==> src/rtl/bioee_pkg.sv <==
// Shared types and default widths for the cyclic-voltammetry sweep sequencer.
package bioee_pkg;
    localparam int CODE_W_DEF = 16;
    localparam int CYC_W_DEF  = 8;

    typedef enum logic [1:0] {ST_IDLE, ST_RUN, ST_DRAIN} state_t;
    typedef enum logic [1:0] {PH_UP, PH_DOWN, PH_RET} phase_t;
endpackage

==> src/rtl/bioee_sweep_sequencer_if.sv <==
// DAC sample stream: code plus valid/ready handshake toward the serializer.
interface bioee_sweep_sequencer_if #(parameter int CODE_W = 16);
    logic [CODE_W-1:0] dac_code;
    logic              dac_valid;
    logic              dac_ready;

    modport master (output dac_code, output dac_valid, input dac_ready);
    modport slave  (input dac_code, input dac_valid, output dac_ready);
endinterface

==> src/rtl/bioee_edge_tick.sv <==
// Two-flop rising-edge detector for a divider output sampled in the clkin domain.
module bioee_edge_tick (
    input  logic clkin,
    input  logic rstn,
    input  logic lvl,
    output logic tick
);
    logic s0, s1;

    always_ff @(posedge clkin) begin
        if (!rstn) begin
            s0 <= 1'b0;
            s1 <= 1'b0;
        end else begin
            s0 <= lvl;
            s1 <= s0;
        end
    end

    assign tick = s0 & ~s1;
endmodule

==> src/rtl/bioee_sweep_sequencer.sv <==
// Triangle-sweep DAC code generator: start -> vertex_hi -> vertex_lo -> start, one step per tick.
module bioee_sweep_sequencer
    import bioee_pkg::*;
#(
    parameter int CODE_W = CODE_W_DEF,
    parameter int CYC_W  = CYC_W_DEF
) (
    input  logic                     clkin,
    input  logic                     rstn,
    input  logic                     step_clk,
    input  logic                     go,
    input  logic                     abort,
    input  logic [CODE_W-1:0]        start_code,
    input  logic [CODE_W-1:0]        vertex_hi,
    input  logic [CODE_W-1:0]        vertex_lo,
    input  logic [CODE_W-1:0]        step_size,
    input  logic [CYC_W-1:0]         num_cycles,
    bioee_sweep_sequencer_if.master  dac,
    output logic                     busy,
    output logic                     done,
    output logic                     cfg_err,
    output logic                     overrun,
    output logic                     dir_up,
    output logic [CYC_W-1:0]         cycle_count
);
    logic tick;

    bioee_edge_tick u_tick (
        .clkin (clkin),
        .rstn  (rstn),
        .lvl   (step_clk),
        .tick  (tick)
    );

    state_t            state, state_nxt;
    phase_t            phase, nxt_phase;
    logic [CODE_W-1:0] start_q, hi_q, lo_q, step_q, code_q, nxt_code;
    logic [CYC_W-1:0]  ncyc_q, cyc_q;
    logic              valid_q, busy_q, done_q, cfg_err_q, ovr_q, dir_q, nxt_dir;
    logic              cfg_ok, go_acc, go_rej, hs, advance, ovr_hit, cyc_end, last_cyc;
    logic [CODE_W:0]   sum, diff;

    assign cfg_ok  = (vertex_lo <= start_code) && (start_code <= vertex_hi) &&
                     (step_size != '0) && (num_cycles != '0);
    assign go_acc  = (state == ST_IDLE) && go && !abort && cfg_ok;
    assign go_rej  = (state == ST_IDLE) && go && !abort && !cfg_ok;
    assign hs      = valid_q && dac.dac_ready;
    // A tick that lands while a sample is still pending (even on its handshake cycle) is dropped.
    assign advance = (state == ST_RUN) && tick && !valid_q;
    assign ovr_hit = (state == ST_RUN) && tick && valid_q;

    // Extra MSB keeps the add/subtract from wrapping before the vertex clamp.
    assign sum  = {1'b0, code_q} + {1'b0, step_q};
    assign diff = {1'b0, code_q} - {1'b0, step_q};

    always_comb begin
        nxt_code  = code_q;
        nxt_phase = phase;
        nxt_dir   = dir_q;
        cyc_end   = 1'b0;
        case (phase)
            PH_UP: begin
                if (sum >= {1'b0, hi_q}) begin
                    nxt_code  = hi_q;
                    nxt_phase = PH_DOWN;
                    nxt_dir   = 1'b0;
                end else begin
                    nxt_code = sum[CODE_W-1:0];
                end
            end
            PH_DOWN: begin
                if (diff[CODE_W] || (diff[CODE_W-1:0] <= lo_q)) begin
                    nxt_code = lo_q;
                    if (lo_q == start_q) begin
                        cyc_end = 1'b1;
                    end else begin
                        nxt_phase = PH_RET;
                        nxt_dir   = 1'b1;
                    end
                end else begin
                    nxt_code = diff[CODE_W-1:0];
                end
            end
            default: begin
                if (sum >= {1'b0, start_q}) begin
                    nxt_code = start_q;
                    cyc_end  = 1'b1;
                end else begin
                    nxt_code = sum[CODE_W-1:0];
                end
            end
        endcase
        // A new cycle starts at start_code; if that is already vertex_hi the UP leg is empty.
        if (cyc_end) begin
            nxt_phase = (start_q == hi_q) ? PH_DOWN : PH_UP;
            nxt_dir   = (start_q != hi_q);
        end
    end

    assign last_cyc = cyc_end && ((cyc_q + CYC_W'(1)) == ncyc_q);

    always_comb begin
        state_nxt = state;
        case (state)
            ST_IDLE:  if (go_acc) state_nxt = ST_RUN;
            ST_RUN: begin
                if (abort)                    state_nxt = ST_IDLE;
                else if (advance && last_cyc) state_nxt = ST_DRAIN;
            end
            ST_DRAIN: if (abort || hs) state_nxt = ST_IDLE;
            default:  state_nxt = ST_IDLE;
        endcase
    end

    always_ff @(posedge clkin) begin
        if (!rstn) state <= ST_IDLE;
        else       state <= state_nxt;
    end

    always_ff @(posedge clkin) begin
        if (!rstn) begin
            start_q   <= '0;
            hi_q      <= '0;
            lo_q      <= '0;
            step_q    <= '0;
            ncyc_q    <= '0;
            code_q    <= '0;
            cyc_q     <= '0;
            phase     <= PH_UP;
            valid_q   <= 1'b0;
            busy_q    <= 1'b0;
            done_q    <= 1'b0;
            cfg_err_q <= 1'b0;
            ovr_q     <= 1'b0;
            dir_q     <= 1'b1;
        end else begin
            done_q    <= 1'b0;
            cfg_err_q <= 1'b0;
            if (hs) valid_q <= 1'b0;
            case (state)
                ST_IDLE: begin
                    if (go_acc) begin
                        start_q <= start_code;
                        hi_q    <= vertex_hi;
                        lo_q    <= vertex_lo;
                        step_q  <= step_size;
                        ncyc_q  <= num_cycles;
                        code_q  <= start_code;
                        cyc_q   <= '0;
                        phase   <= (start_code == vertex_hi) ? PH_DOWN : PH_UP;
                        dir_q   <= (start_code != vertex_hi);
                        valid_q <= 1'b1;
                        busy_q  <= 1'b1;
                        ovr_q   <= 1'b0;
                    end else if (go_rej) begin
                        cfg_err_q <= 1'b1;
                    end
                end
                ST_RUN: begin
                    if (abort) begin
                        valid_q <= 1'b0;
                        busy_q  <= 1'b0;
                        done_q  <= 1'b1;
                    end else if (advance) begin
                        code_q  <= nxt_code;
                        phase   <= nxt_phase;
                        dir_q   <= nxt_dir;
                        valid_q <= 1'b1;
                        if (cyc_end) cyc_q <= cyc_q + CYC_W'(1);
                    end else if (ovr_hit) begin
                        ovr_q <= 1'b1;
                    end
                end
                ST_DRAIN: begin
                    if (abort || hs) begin
                        valid_q <= 1'b0;
                        busy_q  <= 1'b0;
                        done_q  <= 1'b1;
                    end
                end
                default: ;
            endcase
        end
    end

    assign dac.dac_code  = code_q;
    assign dac.dac_valid = valid_q;
    assign busy          = busy_q;
    assign done          = done_q;
    assign cfg_err       = cfg_err_q;
    assign overrun       = ovr_q;
    assign dir_up        = dir_q;
    assign cycle_count   = cyc_q;
endmodule

==> src/flat_wrapper.sv <==
// flat-port wrapper written by rule: the top's interface ports become plain ports
module bioee_sweep_sequencer_flat import bioee_pkg::*;
#(
    parameter int CODE_W = CODE_W_DEF,
    parameter int CYC_W  = CYC_W_DEF
)
  (clkin, rstn, step_clk, go, abort, start_code, vertex_hi, vertex_lo, step_size, num_cycles, busy, done, cfg_err, overrun, dir_up, cycle_count, dac_dac_code, dac_dac_valid, dac_dac_ready);
  bioee_sweep_sequencer_if #(.CODE_W(CODE_W)) dac_i ();
  input  logic clkin;
  input  logic rstn;
  input  logic step_clk;
  input  logic go;
  input  logic abort;
  input  logic [CODE_W-1:0] start_code;
  input  logic [CODE_W-1:0] vertex_hi;
  input  logic [CODE_W-1:0] vertex_lo;
  input  logic [CODE_W-1:0] step_size;
  input  logic [CYC_W-1:0] num_cycles;
  output logic busy;
  output logic done;
  output logic cfg_err;
  output logic overrun;
  output logic dir_up;
  output logic [CYC_W-1:0] cycle_count;
  output wire logic [$bits(dac_i.dac_code)-1:0] dac_dac_code;
  output wire logic [$bits(dac_i.dac_valid)-1:0] dac_dac_valid;
  input wire logic [$bits(dac_i.dac_ready)-1:0] dac_dac_ready;
  assign dac_dac_code = dac_i.dac_code;
  assign dac_dac_valid = dac_i.dac_valid;
  assign dac_i.dac_ready = dac_dac_ready;
  bioee_sweep_sequencer #(.CODE_W(CODE_W), .CYC_W(CYC_W)) u_core (.clkin(clkin), .rstn(rstn), .step_clk(step_clk), .go(go), .abort(abort), .start_code(start_code), .vertex_hi(vertex_hi), .vertex_lo(vertex_lo), .step_size(step_size), .num_cycles(num_cycles), .dac(dac_i), .busy(busy), .done(done), .cfg_err(cfg_err), .overrun(overrun), .dir_up(dir_up), .cycle_count(cycle_count));
endmodule
==> config.mk <==
export PLATFORM = sky130hd
export DESIGN_NAME = bioee_sweep_sequencer_flat
export DESIGN_NICKNAME = d
export VERILOG_FILES = /design/src/rtl/bioee_pkg.sv /design/src/rtl/bioee_sweep_sequencer_if.sv /design/src/rtl/bioee_edge_tick.sv /design/src/rtl/bioee_sweep_sequencer.sv /design/src/flat_wrapper.sv
export SDC_FILE = /design/constraint.sdc
export NUM_CORES = 1
export LEC_CHECK = 0
export BUFFER_PORTS_ARGS = -buffer_cell sky130_fd_sc_hd__buf_2
export CORE_ASPECT_RATIO = 0.75
export CORE_MARGIN = 5
export CORE_UTILIZATION = 30
export CTS_CLUSTER_DIAMETER = 120
export CTS_CLUSTER_SIZE = 24
export DETAILED_ROUTE_END_ITERATION = 8
export PLACE_DENSITY = 0.46
export SYNTH_ARGS = -nofsm -noshare
export SYNTH_HDL_FRONTEND = slang
export SYNTH_SLANG_ARGS = --single-unit
export TNS_END_PERCENT = 1
==> constraint.sdc <==
create_clock -name clkin -period 4.8 [get_ports clkin]
set_input_delay 0.72 -clock clkin [delete_from_list [all_inputs] [get_ports clkin]]
set_output_delay 0.72 -clock clkin [all_outputs]
set_load 0.03 [all_outputs]
Yosys cells after proc, flatten, opt, wreduce, memory -nomap -nowiden
Index checks and enable logic that the tools add are counted.
- flip-flop bits (word level): 108
- input bits: 78
- output and inout bits: 30
- logic and storage cells: 144
- add/sub/neg operators: 3
- $lt $le $gt $ge: 5
- equality and inequality tests: 22
- muxes and demuxes: 61
- bitwise gates (word level): 4
- reduce and logical (&&, ||, !) cells: 32
- operator list (cell ; count):
    $mux 16 ; 6
    $pmux 16 s2 ; 2
    $eq 16x16->1 ; 3
    $le 16x16->1 ; 3
    $ge 17x16->1 ; 2
    $mux 8 ; 4
    $ne 16x16->1 ; 2
    $mux 1 ; 27
    $mux 2 ; 11
    $add 16x16->17 ; 1
    $sub 16x16->17 ; 1
    $ne 4x3->1 const B ; 4
    $pmux 8 s2 ; 1
    $reduce_bool 16->1 ; 1
    $logic_and 1x1->1 ; 13
    $ne 2x1->1 const B ; 5
    $pmux 1 s2 ; 5
    $reduce_and 5->1 ; 2
    $add 8x1->8 const B ; 1
    $eq 8x8->1 ; 1
    $pmux 2 s2 ; 2
    $reduce_and 4->1 ; 2
    $reduce_and 8->1 ; 1
    $reduce_bool 8->1 ; 1
    other kinds (16) ; 26

Logic depth before layout (Yosys ltp)
- depth in word-level cells: 10
- gate-level depth with buffers: 21
- mapped depth without buffers: 20

Modules after synthesis
From an unflattened synthesis, not the netlist that was laid out.
- cell total of the unflattened synthesis: 1244
- area total of the unflattened synthesis: 9308.9 µm²
- modules (own cells, without submodules) (module ; instances ; cells each ; area an instance (µm²) ; sequential area each (µm²)):
    bioee_sweep_sequencer ; 1 ; 1239 ; 9242.6 ; 2122.0
    bioee_edge_tick ; 1 ; 5 ; 66.3 ; 40.0

Worst setup path after synthesis
OpenSTA, ideal clock, no wires.
- path type: reg2reg
- start: register u_core.code_q[1], in the netlist u_core.dac.dac_code[1]
- end: register u_core.phase[0]
- setup time: 116 ps
- arrival time: 4614 ps
- required time: 4684 ps
- slack: 70 ps
- stages on the path, launching flop included: 18
- path buffers: 0
- clock period less this slack: 4730 ps
- path through: dfxtp_1 -> inv_1 -> fa_1 -> nor3_2 -> o311ai_2 -> a31oi_2 -> nor2_1 -> o311ai_0 -> ha_1 -> a211o_1 -> o211ai_1 -> a21oi_1 -> a211oi_1 -> o211ai_2 -> and2_4 -> or4_4 -> nor4bb_1 -> a31o_1
- cells in the longest elaborated chain, start to end: 9
- elaborated cells between the ends (all ways): 18
- classes of those cells: 2 x add/sub; 3 x order compare; 4 x eq/ne; 7 x mux; 2 x reduce/logical
- ends and longest elaborated chain (element ; RTL line ; text):
    start: declaration ; bioee_sweep_sequencer.sv:37 ; logic [CODE_W-1:0] start_q, hi_q, lo_q, step_q, code_q, nxt_code;
    start signal: assignment ; bioee_sweep_sequencer.sv:148 ; code_q <= start_code;
    start signal: assignment ; bioee_sweep_sequencer.sv:165 ; code_q <= nxt_code;
    $sub 16x16->17 ; bioee_sweep_sequencer.sv:54 ; assign diff = {1'b0, code_q} - {1'b0, step_q};
    $le 16x16->1 ; bioee_sweep_sequencer.sv:72 ; if (diff[CODE_W] || (diff[CODE_W-1:0] <= lo_q)) begin
    $logic_or 1x1->1 ; bioee_sweep_sequencer.sv:72 ;
    $mux 1 ; bioee_sweep_sequencer.sv:72 ;
    $pmux 1 s2 ; bioee_sweep_sequencer.sv:61 ; case (phase)
    $mux 2 ; bioee_sweep_sequencer.sv:94 ; if (cyc_end) begin
    $mux 2 ; bioee_sweep_sequencer.sv:164 ; end else if (advance) begin
    $mux 2 ; bioee_sweep_sequencer.sv:160 ; if (abort) begin
    $pmux 2 s2 ; bioee_sweep_sequencer.sv:140 ; case (state)
    end signal: assignment ; bioee_sweep_sequencer.sv:150 ; phase <= (start_code == vertex_hi) ? PH_DOWN : PH_UP;
    end signal: assignment ; bioee_sweep_sequencer.sv:166 ; phase <= nxt_phase;
    end: declaration ; bioee_sweep_sequencer.sv:36 ; phase_t phase, nxt_phase;
Several ways; a longest one is shown, not always the timed one. The select of a mux whose other input is x is not followed.
A chain may end at the register's enable or synchronous reset.

Final worst setup path
- start: register u_core.step_q[4]
- end: register u_core.code_q[13], in the netlist u_core.dac.dac_code[13]
- cells in the longest elaborated chain, start to end: 8
- elaborated cells between the ends (all ways): 13
- classes of those cells: 2 x add/sub; 3 x order compare; 7 x mux; 1 x reduce/logical
- ends and longest elaborated chain (element ; RTL line ; text):
    start: declaration ; bioee_sweep_sequencer.sv:37 ;
    start signal: assignment ; bioee_sweep_sequencer.sv:146 ; step_q <= step_size;
    $sub 16x16->17 ; bioee_sweep_sequencer.sv:54 ;
    $le 16x16->1 ; bioee_sweep_sequencer.sv:72 ;
    $logic_or 1x1->1 ; bioee_sweep_sequencer.sv:72 ;
    $mux 16 ; bioee_sweep_sequencer.sv:72 ;
    $pmux 16 s2 * ; bioee_sweep_sequencer.sv:61 ;
    $mux 16 * ; bioee_sweep_sequencer.sv:164 ;
    $mux 16 * ; bioee_sweep_sequencer.sv:160 ;
    $pmux 16 s2 * ; bioee_sweep_sequencer.sv:140 ;
Mark *: on every way between the ends. The rest lies on a longest branch, timed or not. The select of a mux whose other input is x is not followed.

==> qor.json <==
{
  "multi_input_comb_area": {"value": 6360, "unit": "um^2"},
  "report.final.slew_viol_count": {"value": 0},
  "initial_utilization": {"value": 30.3, "unit": "%"},
  "worst_hold_startpoint": {"value": "u_core.busy"},
  "hold_end": {"value": "u_core.busy"},
  "drt_iter0_markers": {"value": 826},
  "numPortBuffers": {"value": 107},
  "cts_sinks": {"value": 108},
  "synthesis.yosys.warnings": {"value": 0},
  "grt.total_usage": {"value": 20.5, "unit": "%"},
  "dieArea": {"value": 34000, "unit": "um^2"},
  "synthesis.area": {"value": 9110, "unit": "um^2"},
  "post_synth_edffs": {"value": 0},
  "cp.arrival": {"value": 4.83, "unit": "ns"},
  "first_pass_iters": {"value": 5},
  "timing.final.crit_share": {"value": 95.8, "unit": "%"},
  "max_freq": {"value": 218, "unit": "MHz"},
  "synthFlopType": {"value": "dfxtp_1"},
  "syn_to_final_growth": {"value": 20.2, "unit": "%"},
  "worstRegToRegCells": {"value": 19},
  "max_slew_margin": {"value": 27.7, "unit": "%"},
  "chipHeight": {"value": 161, "unit": "um"},
  "ctsHtreeMaxLevel": {"value": 3},
  "tritoncts.num_buffers": {"value": 9},
  "synth_largest_type_area_fraction": {"value": 23.7, "unit": "%"},
  "coreArea": {"value": 30100, "unit": "um^2"},
  "post_layout_instance_count_excluding_filler_cells": {"value": 1749},
  "postSynth.asyncResetShare": {"value": 0, "unit": "%"},
  "drive_gt1_share": {"value": 18.6, "unit": "%"},
  "crit_path_end_kind": {"value": "flip-flop"},
  "grt_start_max_net_pins": {"value": 72},
  "die-width": {"value": 211, "unit": "um"},
  "dp.cells": {"value": 1730},
  "clock_insertion_delay_at_the_later_pin_of_the_skew_report": {"value": 0.37, "unit": "ns"},
  "tritoncts": {"value": "yes"},
  "hold_violations": {"value": 0},
  "power.share.switching": {"value": 41.7, "unit": "%"},
  "netlist_top_cells_area": {"value": "dfxtp_1 (24%), ha_1 (16%), nor2_1 (7.4%), a21oi_1 (7.0%), inv_1 (5.3%)"},
  "fp_rows": {"value": 55},
  "vias": {"value": 9168},
  "status": {"value": "completed"},
  "clock_path_buffers": {"value": 2},
  "ys_ff_latch": {"value": 108},
  "syn_area_per_cell": {"value": 7.61, "unit": "um^2"},
  "rsz_0062_raised_after_global_routing": {"value": "false"},
  "postSynthNetCount": {"value": 1395},
  "critical_path.max_stage_delay": {"value": 0.52, "unit": "ns"},
  "final-setup-viol-count": {"value": 0},
  "root_buffer": {"value": "clkbuf_16"},
  "post_drt_via_cell_ratio": {"value": 5.24},
  "pin_count": {"value": 108},
  "synth.distinct_cells": {"value": 73},
  "timing.rr.end": {"value": "u_core.dac.dac_code[13]"},
  "maxCapViolations": {"value": 0},
  "cpLargestDelayFamily": {"value": "compound AO/OA/AOI/OAI gates"},
  "antenna_found_initial": {"value": 0},
  "worstSetupPathType": {"value": "flip-flop to flip-flop"},
  "p_clk_share": {"value": 20.5, "unit": "%"},
  "drc": {"value": 0},
  "dp_hpwl": {"value": 28.5, "unit": "mm"},
  "finish.net_count": {"value": 1542},
  "grt_first_pass_wirelength": {"value": 53.5, "unit": "mm"},
  "critical_path.cell_chain": {"value": "inv_1 -> ha_1 -> inv_1 -> a22o_1 -> nor4_1 -> o21ai_1 -> a21oi_2 -> a21oi_1 -> xnor2_1 -> ha_1 -> o21ai_2 -> nor2_1 -> a211oi_2 -> o211ai_2 -> and2_4 -> buf_4 -> a221o_1 -> a311oi_1 -> o211ai_1"},
  "min_path_type": {"value": "flip-flop to flip-flop"},
  "p_sw": {"value": 0.00156, "unit": "W"},
  "cell_internal_pwr": {"value": 0.00217, "unit": "W"},
  "commonest_non_fill_non_tap_cell_in_the_layout": {"value": "nor2_1"},
  "p_per_area": {"value": 340, "unit": "nW/um^2"},
  "setup.worst_path.start_class": {"value": "flip-flop"},
  "postLayoutCoreUtil": {"value": 36.4, "unit": "%"},
  "worst_path_required": {"value": 5.04, "unit": "ns"},
  "synth_top_area_cell": {"value": "dfxtp_1"},
  "sequentialPowerShare": {"value": 26.5, "unit": "%"},
  "pwr-share-comb": {"value": 53.0, "unit": "%"},
  "worst_r2r_startpoint": {"value": "u_core.step_q[4]"},
  "synth_cells": {"value": 1198},
  "worst_clock_skew": {"value": 0.0110, "unit": "ns"},
  "antenna_cells": {"value": 0},
  "sequential_cell_area_fraction_in_the_yosys_report": {"value": 23.7, "unit": "%"},
  "fillCellCount": {"value": 3205},
  "power.leakage": {"value": 4.95, "unit": "nW"},
  "ir_drop": {"value": 144, "unit": "uV"},
  "gp_congestion": {"value": 0.949},
  "ctsHoldBuffers": {"value": 0},
  "worstPathBufferInverterCount": {"value": 3},
  "post-route-min-period": {"value": 4.60, "unit": "ns"},
  "grt_pass1_vias": {"value": 8814},
  "clk_transition_reported_paths": {"value": 0.08, "unit": "ns"},
  "finalWirelength": {"value": 35.3, "unit": "mm"},
  "globalRouteOverflowTotal": {"value": 0},
  "hold_depth": {"value": 2},
  "reg2reg_setup_slack": {"value": 0.20, "unit": "ns"},
  "route.detailed.wl_per_inst": {"value": 20.2, "unit": "um"},
  "layout.area.seq": {"value": 2170, "unit": "um^2"},
  "crit_path_top_delay_cell": {"value": "xnor2_1"},
  "drtAntennaViolNets": {"value": 0},
  "layout.cells.most_common_list": {"value": "nor2_1 (178), inv_1 (129), a21oi_1 (122), ha_1 (114), buf_2 (107)"},
  "cp_max_fo": {"value": 7},
  "worst-slew-pin-transition": {"value": 1.08, "unit": "ns"}
}
## how the worst max path moves through the flow
| stage | startpoint | endpoint | depth (start not counted) |
|---|---|---|---|
| 2_1_floorplan | u_core.dac.dac_code[1] | u_core.phase[0] | 17 |
| 4_1_cts | u_core.step_q[1] | u_core.dac.dac_code[2] | 22 |
| 3_3_place_gp | u_core.step_q[1] | u_core.dac.dac_code[10] | 21 |
| 6_report | u_core.step_q[4] | u_core.dac.dac_code[13] | 19 |
| 3_5_place_dp | u_core.step_q[1] | u_core.dac.dac_code[10] | 21 |
| 5_1_grt | u_core.step_q[1] | u_core.dac.dac_code[10] | 22 |
## power by group through the flow
stage | sequential, W | clock [W] | combinational (W)
floorplan | 0.00101 | 0 | 0.00117
global placement | 0.00101 | 0 | 0.00189
detailed placement | 0.00101 | 0 | 0.00189
CTS | 0.000986 | 0.000791 | 0.00191
global route | 0.000993 | 0.000824 | 0.00215
finish | 0.000988 | 0.000765 | 0.00197
## per-layer routing
layer / track usage (%) / vias up / routed length [um]
met5: 0 / - / 0
met4: 3.77 / 0 / 430
met3: 5.45 / 20 / 2890
met2: 27.6 / 291 / 13600
met1: 32.2 / 4353 / 18400
li1: - / 4504 / -
## registers in the layout, summed over array words and instances, names as in the netlist, 2 cells and up
| name | cells |
|---|---|
| u_core.state | 2 |
| u_core.lo_q | 16 |
| u_core.cycle_count | 8 |
| u_core.hi_q | 16 |
| u_core.start_q | 16 |
| u_core.step_q | 16 |
| u_core.dac.dac_code | 16 |
| u_core.ncyc_q | 8 |
| u_core.phase | 2 |
## worst register-to-register path: stages (launching register included)
cell and delay, ns:
dfxtp_1 0.35, inv_1 0.07, ha_1 0.40, inv_1 0.09
a22o_1 0.25, nor4_1 0.22, o21ai_1 0.16, a21oi_2 0.20
a21oi_1 0.10, xnor2_1 0.52, ha_1 0.39, o21ai_2 0.09
nor2_1 0.08, a211oi_2 0.27, o211ai_2 0.20, and2_4 0.24
buf_4 0.16, a221o_1 0.30, a311oi_1 0.24, o211ai_1 0.15
## logic make-up after synthesis
kind of cell	share of synthesized area [%]
DFF	23.7
muxes	3.72
xor gates and xnor gates	6.63
AOI/OAI and AO/OA	22.1
buffers and inverters	7.96
adders and majority gates	16.5
and+or+nand+nor	19.4
## stage by stage
step                setup TNS (ns)  hold WS (ns)  setup WS (ns)  total power, W  area [um^2]
CTS                              0         0.485        0.00973         0.00368        10800
floorplan                        0         0.445         0.0700         0.00218         9110
finish                           0         0.479          0.203         0.00373        11000
global placement            -0.524         0.467         -0.157         0.00290        10500
global route                     0         0.511        0.00145         0.00397        11000
detailed placement           -1.23         0.465         -0.218         0.00290        10500
## what timing repair did
item / CTS / global route
gates resized for setup: 6 / 32
hold endpoints to repair: 0 / 0
pin swaps: 1 / 9
gates cloned: 0 / 0
setup endpoints to repair: 15 / 29
buffers inserted: 0 / 3
## synth_stat cells (3+ instances only)
library cell  count
a211o_1           7
nand2b_1          6
a311oi_1          3
a21o_1            9
nor3_1           23
xor2_1           27
or2_2             5
mux2i_1          26
nor4_1           19
buf_6             4
a31oi_1           6
and3_1           10
o21a_1            8
a21oi_1         127
a221o_1           4
or3_1             7
inv_1           129
a22oi_1           6
mux2_2            6
xnor2_1          42
o22ai_1           3
nor2b_1          13
nand3_1          17
o2111a_1          3
a221oi_1          6
a211oi_1         15
nor2_1          179
clkbuf_1         31
a22o_1            4
dfxtp_1         108
o211ai_1         19
nand2_1          62
o21ai_0          42
and2_1            3
a32o_1            9
o31ai_1           8
o2111ai_1         3
nand4_1          24
buf_2            13
ha_1            117
o21ai_1           3
## layout make-up
type	count	area share [%]
Inverter	131	4.49
Clock buffer	12	2.25
Tap cell	399	4.56
Timing Repair Buffer	185	10.6
Sequential cell	108	19.8
Clock inverter	4	0.308
Multi-Input combinational cell	910	58.0
No activity file was read; power rests on OpenSTA's default activity.
